===== src/rtl/interface_spi_slave.sv =====
// SPI mode-0 slave: oversampled SCK/SSEL/MOSI, BUFFER_SIZE-bit MSB-first frames, rx_data update on valid frame, watchdog.
// Define SPI_MSGID_CHECK_EN to also require the first 32 received bits to equal MSGID.
module interface_spi_slave #(
  parameter int unsigned BUFFER_SIZE = 96,
  parameter logic [31:0] MSGID       = 32'h74697277,
  parameter logic [31:0] TIMEOUT     = 32'd4800000
) (
  input  logic                   clk,
  input  logic                   rst_n,
  input  logic                   SPI_SCK,
  input  logic                   SPI_SSEL,
  input  logic                   SPI_MOSI,
  output logic                   SPI_MISO,
  output logic [BUFFER_SIZE-1:0] rx_data,
  input  logic [BUFFER_SIZE-1:0] tx_data,
  output logic                   pkg_timeout
);

  localparam int unsigned   CW       = $clog2(BUFFER_SIZE + 2);
  localparam logic [CW-1:0] CNT_FULL = CW'(BUFFER_SIZE);
  localparam logic [CW-1:0] CNT_SAT  = CW'(BUFFER_SIZE + 1);

  logic [2:0]             r_sck_sync;
  logic [2:0]             r_ssel_sync;
  logic [2:0]             r_mosi_sync;
  logic [BUFFER_SIZE-1:0] r_rx_shift;
  logic [BUFFER_SIZE-1:0] r_tx_shift;
  logic [BUFFER_SIZE-1:0] r_rx_data;
  logic [CW-1:0]          r_bit_cnt;
  logic                   r_miso;
  logic [31:0]            r_to_cnt;
  logic                   r_pkg_timeout;

  logic w_sck_rise, w_sck_fall, w_ssel_fall, w_ssel_rise, w_ssel_low, w_mosi;
  logic w_hdr_ok, w_accept;

  assign w_sck_rise  =  r_sck_sync[1]  & ~r_sck_sync[2];
  assign w_sck_fall  = ~r_sck_sync[1]  &  r_sck_sync[2];
  assign w_ssel_fall = ~r_ssel_sync[1] &  r_ssel_sync[2];
  assign w_ssel_rise =  r_ssel_sync[1] & ~r_ssel_sync[2];
  assign w_ssel_low  = ~r_ssel_sync[1];
  assign w_mosi      =  r_mosi_sync[2];

`ifdef SPI_MSGID_CHECK_EN
  assign w_hdr_ok = (r_rx_shift[BUFFER_SIZE-1 -: 32] == MSGID);
`else
  logic w_unused_msgid;
  assign w_unused_msgid = ^MSGID;
  assign w_hdr_ok       = 1'b1;
`endif

  assign w_accept = w_ssel_rise && (r_bit_cnt == CNT_FULL) && w_hdr_ok;

  // SSEL synchroniser resets to idle-high so a reset taken mid-frame sees a fresh falling edge.
  always_ff @(posedge clk or negedge rst_n) begin
    if (!rst_n) begin
      r_sck_sync  <= '0;
      r_ssel_sync <= '1;
      r_mosi_sync <= '0;
    end else begin
      r_sck_sync  <= {r_sck_sync[1:0],  SPI_SCK};
      r_ssel_sync <= {r_ssel_sync[1:0], SPI_SSEL};
      r_mosi_sync <= {r_mosi_sync[1:0], SPI_MOSI};
    end
  end

  always_ff @(posedge clk or negedge rst_n) begin
    if (!rst_n) begin
      r_rx_shift <= '0;
      r_tx_shift <= '0;
      r_bit_cnt  <= '0;
      r_miso     <= 1'b0;
      r_rx_data  <= '0;
    end else begin
      if (w_ssel_fall) begin
        r_bit_cnt  <= '0;
        r_tx_shift <= tx_data;
        r_miso     <= tx_data[BUFFER_SIZE-1];
      end else if (w_ssel_low) begin
        if (w_sck_rise) begin
          r_rx_shift <= {r_rx_shift[BUFFER_SIZE-2:0], w_mosi};
          if (r_bit_cnt != CNT_SAT)
            r_bit_cnt <= r_bit_cnt + 1'b1;
        end
        // Mode 0: the first MSB is already on the wire, so skip the fall before the first rise.
        if (w_sck_fall && (r_bit_cnt != '0)) begin
          r_tx_shift <= {r_tx_shift[BUFFER_SIZE-2:0], 1'b0};
          r_miso     <= r_tx_shift[BUFFER_SIZE-2];
        end
      end else begin
        r_miso <= 1'b0;
      end
      if (w_accept)
        r_rx_data <= r_rx_shift;
    end
  end

  always_ff @(posedge clk or negedge rst_n) begin
    if (!rst_n) begin
      r_to_cnt      <= '0;
      r_pkg_timeout <= 1'b1;
    end else if (w_accept) begin
      r_to_cnt      <= '0;
      r_pkg_timeout <= 1'b0;
    end else begin
      if (r_to_cnt != TIMEOUT)
        r_to_cnt <= r_to_cnt + 32'd1;
      if ((r_to_cnt + 32'd1) >= TIMEOUT)
        r_pkg_timeout <= 1'b1;
    end
  end

  assign SPI_MISO    = r_miso;
  assign rx_data     = r_rx_data;
  assign pkg_timeout = r_pkg_timeout;

endmodule


===== config.mk =====
export PLATFORM = sky130hd
export DESIGN_NAME = interface_spi_slave
export DESIGN_NICKNAME = d
export VERILOG_FILES = /design/src/rtl/interface_spi_slave.sv
export SDC_FILE = /design/constraint.sdc
export NUM_CORES = 1
export LEC_CHECK = 0
export ABC_CLOCK_PERIOD_IN_PS = 3050
export CAP_MARGIN = 20
export CORE_AREA = 3 3 174 176
export CTS_CLUSTER_DIAMETER = 120
export DETAILED_ROUTE_END_ITERATION = 12
export DIE_AREA = 0 0 177 179
export PLACE_DENSITY = 0.7
export SLEW_MARGIN = 30
export SYNTH_ARGS = -nofsm -noshare
export SYNTH_HDL_FRONTEND = slang
export SYNTH_SLANG_ARGS = --single-unit

===== constraint.sdc =====
create_clock -name clk -period 3.05 [get_ports clk]
set_input_delay 0.7625 -clock clk [delete_from_list [all_inputs] [get_ports clk]]
set_output_delay 0.7625 -clock clk [all_outputs]
set_load 0.01 [all_outputs]

==> results.json, run 1 <==
{
  "synthCells": 1104,
  "cts_tree": "done",
  "via_per_inst": 5.18,
  "fin_skew_ps": 8.99,
  "synth_edf_count": 0,
  "path_clk_slew_ps": 60,
  "grt_setup_unrepaired": "false",
  "drc": 0,
  "grt_pass1_wl_mm": 47.1,
  "dieArea_sq_um": 31700,
  "wl_per_cell_microns": 16.8,
  "htree_num_levels": 2,
  "design.core.area_sq_um": 28800,
  "cts_made_buffers": 37,
  "setup_viol": 0,
  "cts_setup_buffers": 0,
  "nets": 1406,
  "grt_max_degree": 97,
  "cpLargestDelayFamily": "simple AND/OR/NAND/NOR gates",
  "wirelength_mm": 28.8,
  "worst_pin_slew_ps": 660,
  "max-slew-margin-rel_pct": 55.9,
  "worstSetupPathType": "reg -> reg",
  "cp_data_required_time_ps": 3460,
  "worst_setup_path_start_kind": "flip-flop",
  "drive_above_1_share_pct": 22.5,
  "grt_usage_pct": 18.1,
  "die_h_microns": 179,
  "status": "completed",
  "cts_sinks": 337,
  "cp_slowest_cell": "or3_1",
  "fin_tns_setup_ps": 0,
  "syn-num-nets": 1210,
  "synth_cell_types": 55,
  "drtAntennaViolNets": 0,
  "drv_cap": 0,
  "synth_async_sr_flop_share_pct": 100,
  "cts_max_path_buffers": 3,
  "max_stage_delay_ps": 510,
  "syn_avg_cell_area_sq_um": 12.8,
  "syn_area_sq_um": 14100,
  "place_hpwl_mm": 18.7,
  "ys_top_cells_by_area": "dfrtp_1 (59%), mux2_2 (16%), mux2i_1 (6.9%)",
  "yosysWarnings": 0,
  "pwr_density_cell_nw_per_um2": 581,
  "synth_ff_type": "dfrtp_1",
  "crit_path_cell_trace": "nand4_1 -> or3_1 -> nor4_2 -> mux2_2 -> o21a_1 -> o2111ai_1 -> a41oi_2",
  "yosysSeqAreaShare_pct": 59.9,
  "synth_commonest_cells": "dfrtp_1 (333), mux2_2 (195), nand2_1 (116), mux2i_1 (97), o21ai_0 (97)",
  "slew_violations": 0,
  "hold_viol": 0,
  "max_freq_ghz": 0.359,
  "grt_pass1_vias": 9096,
  "ys_ff_latch": 337,
  "start_util_pct": 48.9,
  "stdcell_area_sq_um": 17900,
  "die_w_microns": 177,
  "peakVddDrop_mv": 0.457,
  "port_buffers": 198,
  "gp_congestion": 0.844,
  "finalCriticalPeriod_ps": 2790,
  "worstPathMaxFanout": 8,
  "grt-ovfl-total": 0,
  "cts_resized": 0,
  "dr_total_vias": 8881,
  "num_io_pins": 199,
  "rows": 62,
  "synth_top_area_share_pct": 59.2,
  "worstSetupEndpointType": "flip-flop",
  "p_leak_uw": 0.00820,
  "areaGrowthSynthToFinish_pct": 27.2,
  "clk_latency_ps": 510,
  "yosys.area.top_type": "dfrtp_1",
  "hold_class": "in -> async",
  "placed_cell_area_sq_um": 16600,
  "critPathArrivalTime_ps": 3190,
  "period_share_pct": 91.4,
  "cts-root-buf": "clkbuf_16",
  "antenna_found_initial": 1,
  "yosysMostFrequentCell": "dfrtp_1",
  "path_buf_inv": 0,
  "dr.pass1.iters": 4,
  "drtIter0Drc": 530,
  "cts_hold_buf": 0
}
==> cell usage in the layout (no fill, tap or decap), drive strengths merged, types with 4 or more instances in the layout <==
master / count
ha: 5
nor2: 55
nand2: 116
dfstp: 4
inv: 10
mux2i: 97
nor3: 10
o21ai: 98
xnor2: 19
nand4: 17
dfrtp: 333
nor4: 7
mux2: 196
buf: 23
clkbuf: 60
nand3: 12
clkdlybuf4s50: 197
xor2: 17
and3: 7
==> per-layer routing <==
layer	wire length, microns	global-route usage, %
met5	0	0
met4	500	4.78
met3	2330	6.25
met2	12600	27.1
met1	13300	25.6
==> registers in the layout (all words and copies together), names as in the netlist <==
signal / count
r_rx_shift: 96
rx_data: 96
r_tx_shift: 95
r_to_cnt: 32
r_bit_cnt: 7
r_mosi_sync: 3
r_sck_sync: 3
r_ssel_sync: 3
SPI_MISO: 1
pkg_timeout: 1
==> where the power goes <==
| group | internal (uW) | switching [uW] | total, uW | leakage (uW) |
|---|---|---|---|---|
| logic | 392 | 410 | 801 | 0.00303 |
| registers | 4810 | 179 | 4990 | 0.00454 |
| clock network | 2870 | 1740 | 4610 | 0.000630 |
==> cell families after synthesis <==
family / Yosys count / synth area share, %
adder cells (fa/ha/maj): 5 / 0.444
AO/OA/AOI/OAI: 118 / 4.68
AND/OR/NAND/NOR: 243 / 8.15
flip-flops: 337 / 59.9
XOR/XNOR: 36 / 2.24
buffers and inverters: 72 / 1.98
multiplexers: 293 / 22.6
==> worst reg2reg max path, stage by stage (launching register included) <==
cell	delay, ps
dfrtp_1	470
nand4_1	300
or3_1	510
nor4_2	400
mux2_2	400
o21a_1	160
o2111ai_1	300
a41oi_2	150
==> through the flow <==
stage / instances / setup WS (ps) / power, uW / util, % / hold WS, ps
floorplan: 1104 / 694 / 5490 / - / 331
global placement: 1645 / 422 / 5840 / 57.7 / 332
detailed placement: 1645 / 319 / 5880 / 57.7 / 338
CTS: 1713 / 306 / 10600 / 62.2 / 197
global route: 1714 / 101 / 10900 / 62.2 / 206
finish: 1714 / 263 / 10400 / 62.2 / 187
==> final timing paths <==
| check | startpoint | slack [ps] | end | cells past startpoint |
|---|---|---|---|---|
| hold / removal | rst_n | 190 | r_tx_shift[70]$_DFFE_PN0P_ | 1 |
| max in group asynchronous | rst_n | 1980 | r_tx_shift[74]$_DFFE_PN0P_ | 3 |
| hold reg to reg | r_sck_sync[0]$_DFF_PN0_ | 350 | r_sck_sync[1]$_DFF_PN0_ | 0 |
| min in group clk | r_sck_sync[0]$_DFF_PN0_ | 350 | r_sck_sync[1]$_DFF_PN0_ | 0 |
| setup reg to reg | r_to_cnt[2]$_DFFE_PN0P_ | 260 | pkg_timeout$_DFFE_PN1P_ | 7 |
| setup / recovery | r_to_cnt[2]$_DFFE_PN0P_ | 260 | pkg_timeout$_DFFE_PN1P_ | 7 |
==> cell type report <==
class | count | area (sq um)
antenna | 1 | 2.50
clock buffer | 60 | 1160
clock inverter | 8 | 121
fill | 2245 | 10900
inverter | 9 | 33.8
multi-input combinational | 695 | 5390
sequential | 337 | 8440
tap | 384 | 480
timing repair buffer | 220 | 2280
Power figures use the tool's default switching activity.
==> run 2, diff against run 1 <==
--- a/config.mk
+++ b/config.mk
@@ -7,11 +7,12 @@
 export LEC_CHECK = 0
 export ABC_CLOCK_PERIOD_IN_PS = 3050
 export CAP_MARGIN = 20
-export CORE_AREA = 3 3 174 176
+export CORE_AREA = 3 3 162 164
+export CTS_BUF_LIST = sky130_fd_sc_hd__clkbuf_2
 export CTS_CLUSTER_DIAMETER = 120
 export DETAILED_ROUTE_END_ITERATION = 12
-export DIE_AREA = 0 0 177 179
-export PLACE_DENSITY = 0.7
+export DIE_AREA = 0 0 165 167
+export PLACE_DENSITY = 0.8
 export SLEW_MARGIN = 30
 export SYNTH_ARGS = -nofsm -noshare
 export SYNTH_HDL_FRONTEND = slang
==> run 2 against run 1 <==
Against the previous run: maximum frequency is 1.0% higher; setup slack better by 28 ps; wire length is 1.2% lower; register-to-register slack better by 30 ps; final area is 3.0% lower; flip-flop and latch count stayed put; clock power is 34% lower; final cell count is 1.9% higher; first-iteration DRC count is 9.6% lower; clock skew is 47 ps higher; core utilization is 7.2 points higher; non-clock buffer count stayed put; critical endpoint unchanged; largest power group unchanged.
==> results.json, run 2 (synthesis results as in run 1) <==
{
  "status": "completed",
  "p_leak_uw": 0.00817,
  "nets": 1452,
  "cts_made_buffers": 83,
  "areaGrowthSynthToFinish_pct": 23.4,
  "cts-root-buf": "clkbuf_2",
  "worstPathMaxFanout": 8,
  "placed_cell_area_sq_um": 16600,
  "drive_above_1_share_pct": 26.4,
  "grt_pass1_wl_mm": 47.2,
  "worst_pin_slew_ps": 654,
  "peakVddDrop_mv": 0.310,
  "start_util_pct": 56.3,
  "worstSetupEndpointType": "flip-flop",
  "grt_pass1_vias": 9635,
  "grt_use_met2_pct": 33.4,
  "wl_per_cell_microns": 16.3,
  "hold_class": "reg -> reg",
  "cts_tree": "done",
  "r2r_cells": 7,
  "max-slew-margin-rel_pct": 56.4,
  "place_hpwl_mm": 18.9,
  "cts_setup_buffers": 0,
  "die_w_microns": 165,
  "via_per_inst": 5.25,
  "holdPathStages": 0,
  "rows": 58,
  "final_cell_mix": "dfrtp_1 (333), clkdlybuf4s50_1 (197), mux2_2 (195)",
  "hold_viol": 0,
  "whs_ps": 329,
  "drtAntennaViolNets": 0,
  "setup_viol": 0,
  "stdcell_area_sq_um": 17400,
  "dieArea_sq_um": 27600,
  "gp_congestion": 0.833,
  "grt_usage_pct": 21.0,
  "drtIter0Drc": 479,
  "worstSetupPathType": "reg -> reg",
  "power_uw": 8830,
  "pwr_density_cell_nw_per_um2": 508,
  "htree_num_levels": 3,
  "seqCellArea_sq_um": 8440,
  "use_met3_pct": 7.04,
  "path_clk_slew_ps": 110,
  "dp.cells": 1590,
  "period_share_pct": 90.5,
  "fin_skew_ps": 55.9,
  "antenna_found_initial": 3,
  "layout_commonest_cell": "dfrtp_1",
  "dr.pass1.iters": 4,
  "busiest_layer": "met2",
  "num_io_pins": 199,
  "dr_total_vias": 9158,
  "slew_violations": 0,
  "grt-ovfl-total": 0,
  "fin_tns_setup_ps": 0,
  "finalCriticalPeriod_ps": 2760,
  "grt_setup_unrepaired": "false",
  "critPathArrivalTime_ps": 3460,
  "multi_input_area_sq_um": 5390,
  "finalNonFillerCells": 1746,
  "cts_max_path_buffers": 3,
  "grt_max_degree": 97,
  "drv_cap": 0,
  "clk_latency_ps": 840,
  "cts_sinks": 337,
  "wirelength_mm": 28.4,
  "use_met1_pct": 27.5,
  "cts_resized": 0,
  "max_freq_ghz": 0.362,
  "design.core.area_sq_um": 25000,
  "worst_setup_path_start_kind": "flip-flop",
  "fillCellCount": 1876,
  "die_h_microns": 167,
  "port_buffers": 198,
  "cp_data_required_time_ps": 3750,
  "drc": 0
}
## run 2: changes by cell type in the layout (fill, tap and decap cells not counted), moves of 2 or more
cell | previous run | this run
clkbuf_16 | 39 | 0
clkinv_1 | 0 | 19
clkbuf_1 | 10 | 0
buf_4 | 12 | 10
clkbuf_8 | 11 | 0
clkbuf_2 | 0 | 127
## run 2: report_power, final
part | internal (uW) | total [uW] | leakage (uW) | switching [uW]
combinational | 397 | 806 | 0.00303 | 409
sequential | 4800 | 4980 | 0.00454 | 177
clock | 1280 | 3040 | 0.000602 | 1760
total | 6480 | 8830 | 0.00817 | 2350
## run 2: layout make-up
| cell class | instances | area share, % |
|---|---|---|
| timing repair buffer | 220 | 13.2 |
| clock inverter | 26 | 0.958 |
| tap | 330 | 2.38 |
| multi-input combinational | 695 | 31.0 |
| antenna | 2 | 0.0288 |
| clock buffer | 127 | 3.66 |
| inverter | 9 | 0.194 |
| sequential | 337 | 48.6 |
## run 2: final timing paths
path,start,to,slack (ps)
max,r_to_cnt[2]$_DFFE_PN0P_,pkg_timeout$_DFFE_PN1P_,290
min,r_sck_sync[0]$_DFF_PN0_,r_sck_sync[1]$_DFF_PN0_,330
min in group asynchronous,rst_n,rx_data[17]$_DFFE_PN0P_,500
max in group asynchronous,rst_n,pkg_timeout$_DFFE_PN1P_,1650
min reg2reg,r_sck_sync[0]$_DFF_PN0_,r_sck_sync[1]$_DFF_PN0_,330
max reg2reg,r_to_cnt[2]$_DFFE_PN0P_,pkg_timeout$_DFFE_PN1P_,290
## run 2: per-layer routing
layer / up-vias / part of all wire [%] / routed length [microns]
li1: 4417 / - / -
met1: 4479 / 43 / 12300
met2: 221 / 48 / 13600
met3: 39 / 7.2 / 2050
met4: 2 / 1.6 / 464
met5: - / 0.046 / 13
## run 2: critical path, stage by stage, from the launching register on
cell       delay [ps]
dfrtp_1           470
nand4_1           290
or3_1             510
nor4_2            420
mux2_2            390
o21a_1            160
o2111ai_1         270
a41oi_2           130
## run 2: what timing repair did
item                       CTS  global route
hold buffers                 1             0
hold endpoints to repair    70             0
setup endpoints to repair    0             0
## run 2: stage by stage
step                      utilization, %  worst slack (ps)
after detailed placement            66.1               372
after floorplan                        -               694
after global routing                69.4               141
after global placement              66.1               459
after CTS                           69.4               291
final                               69.4               291
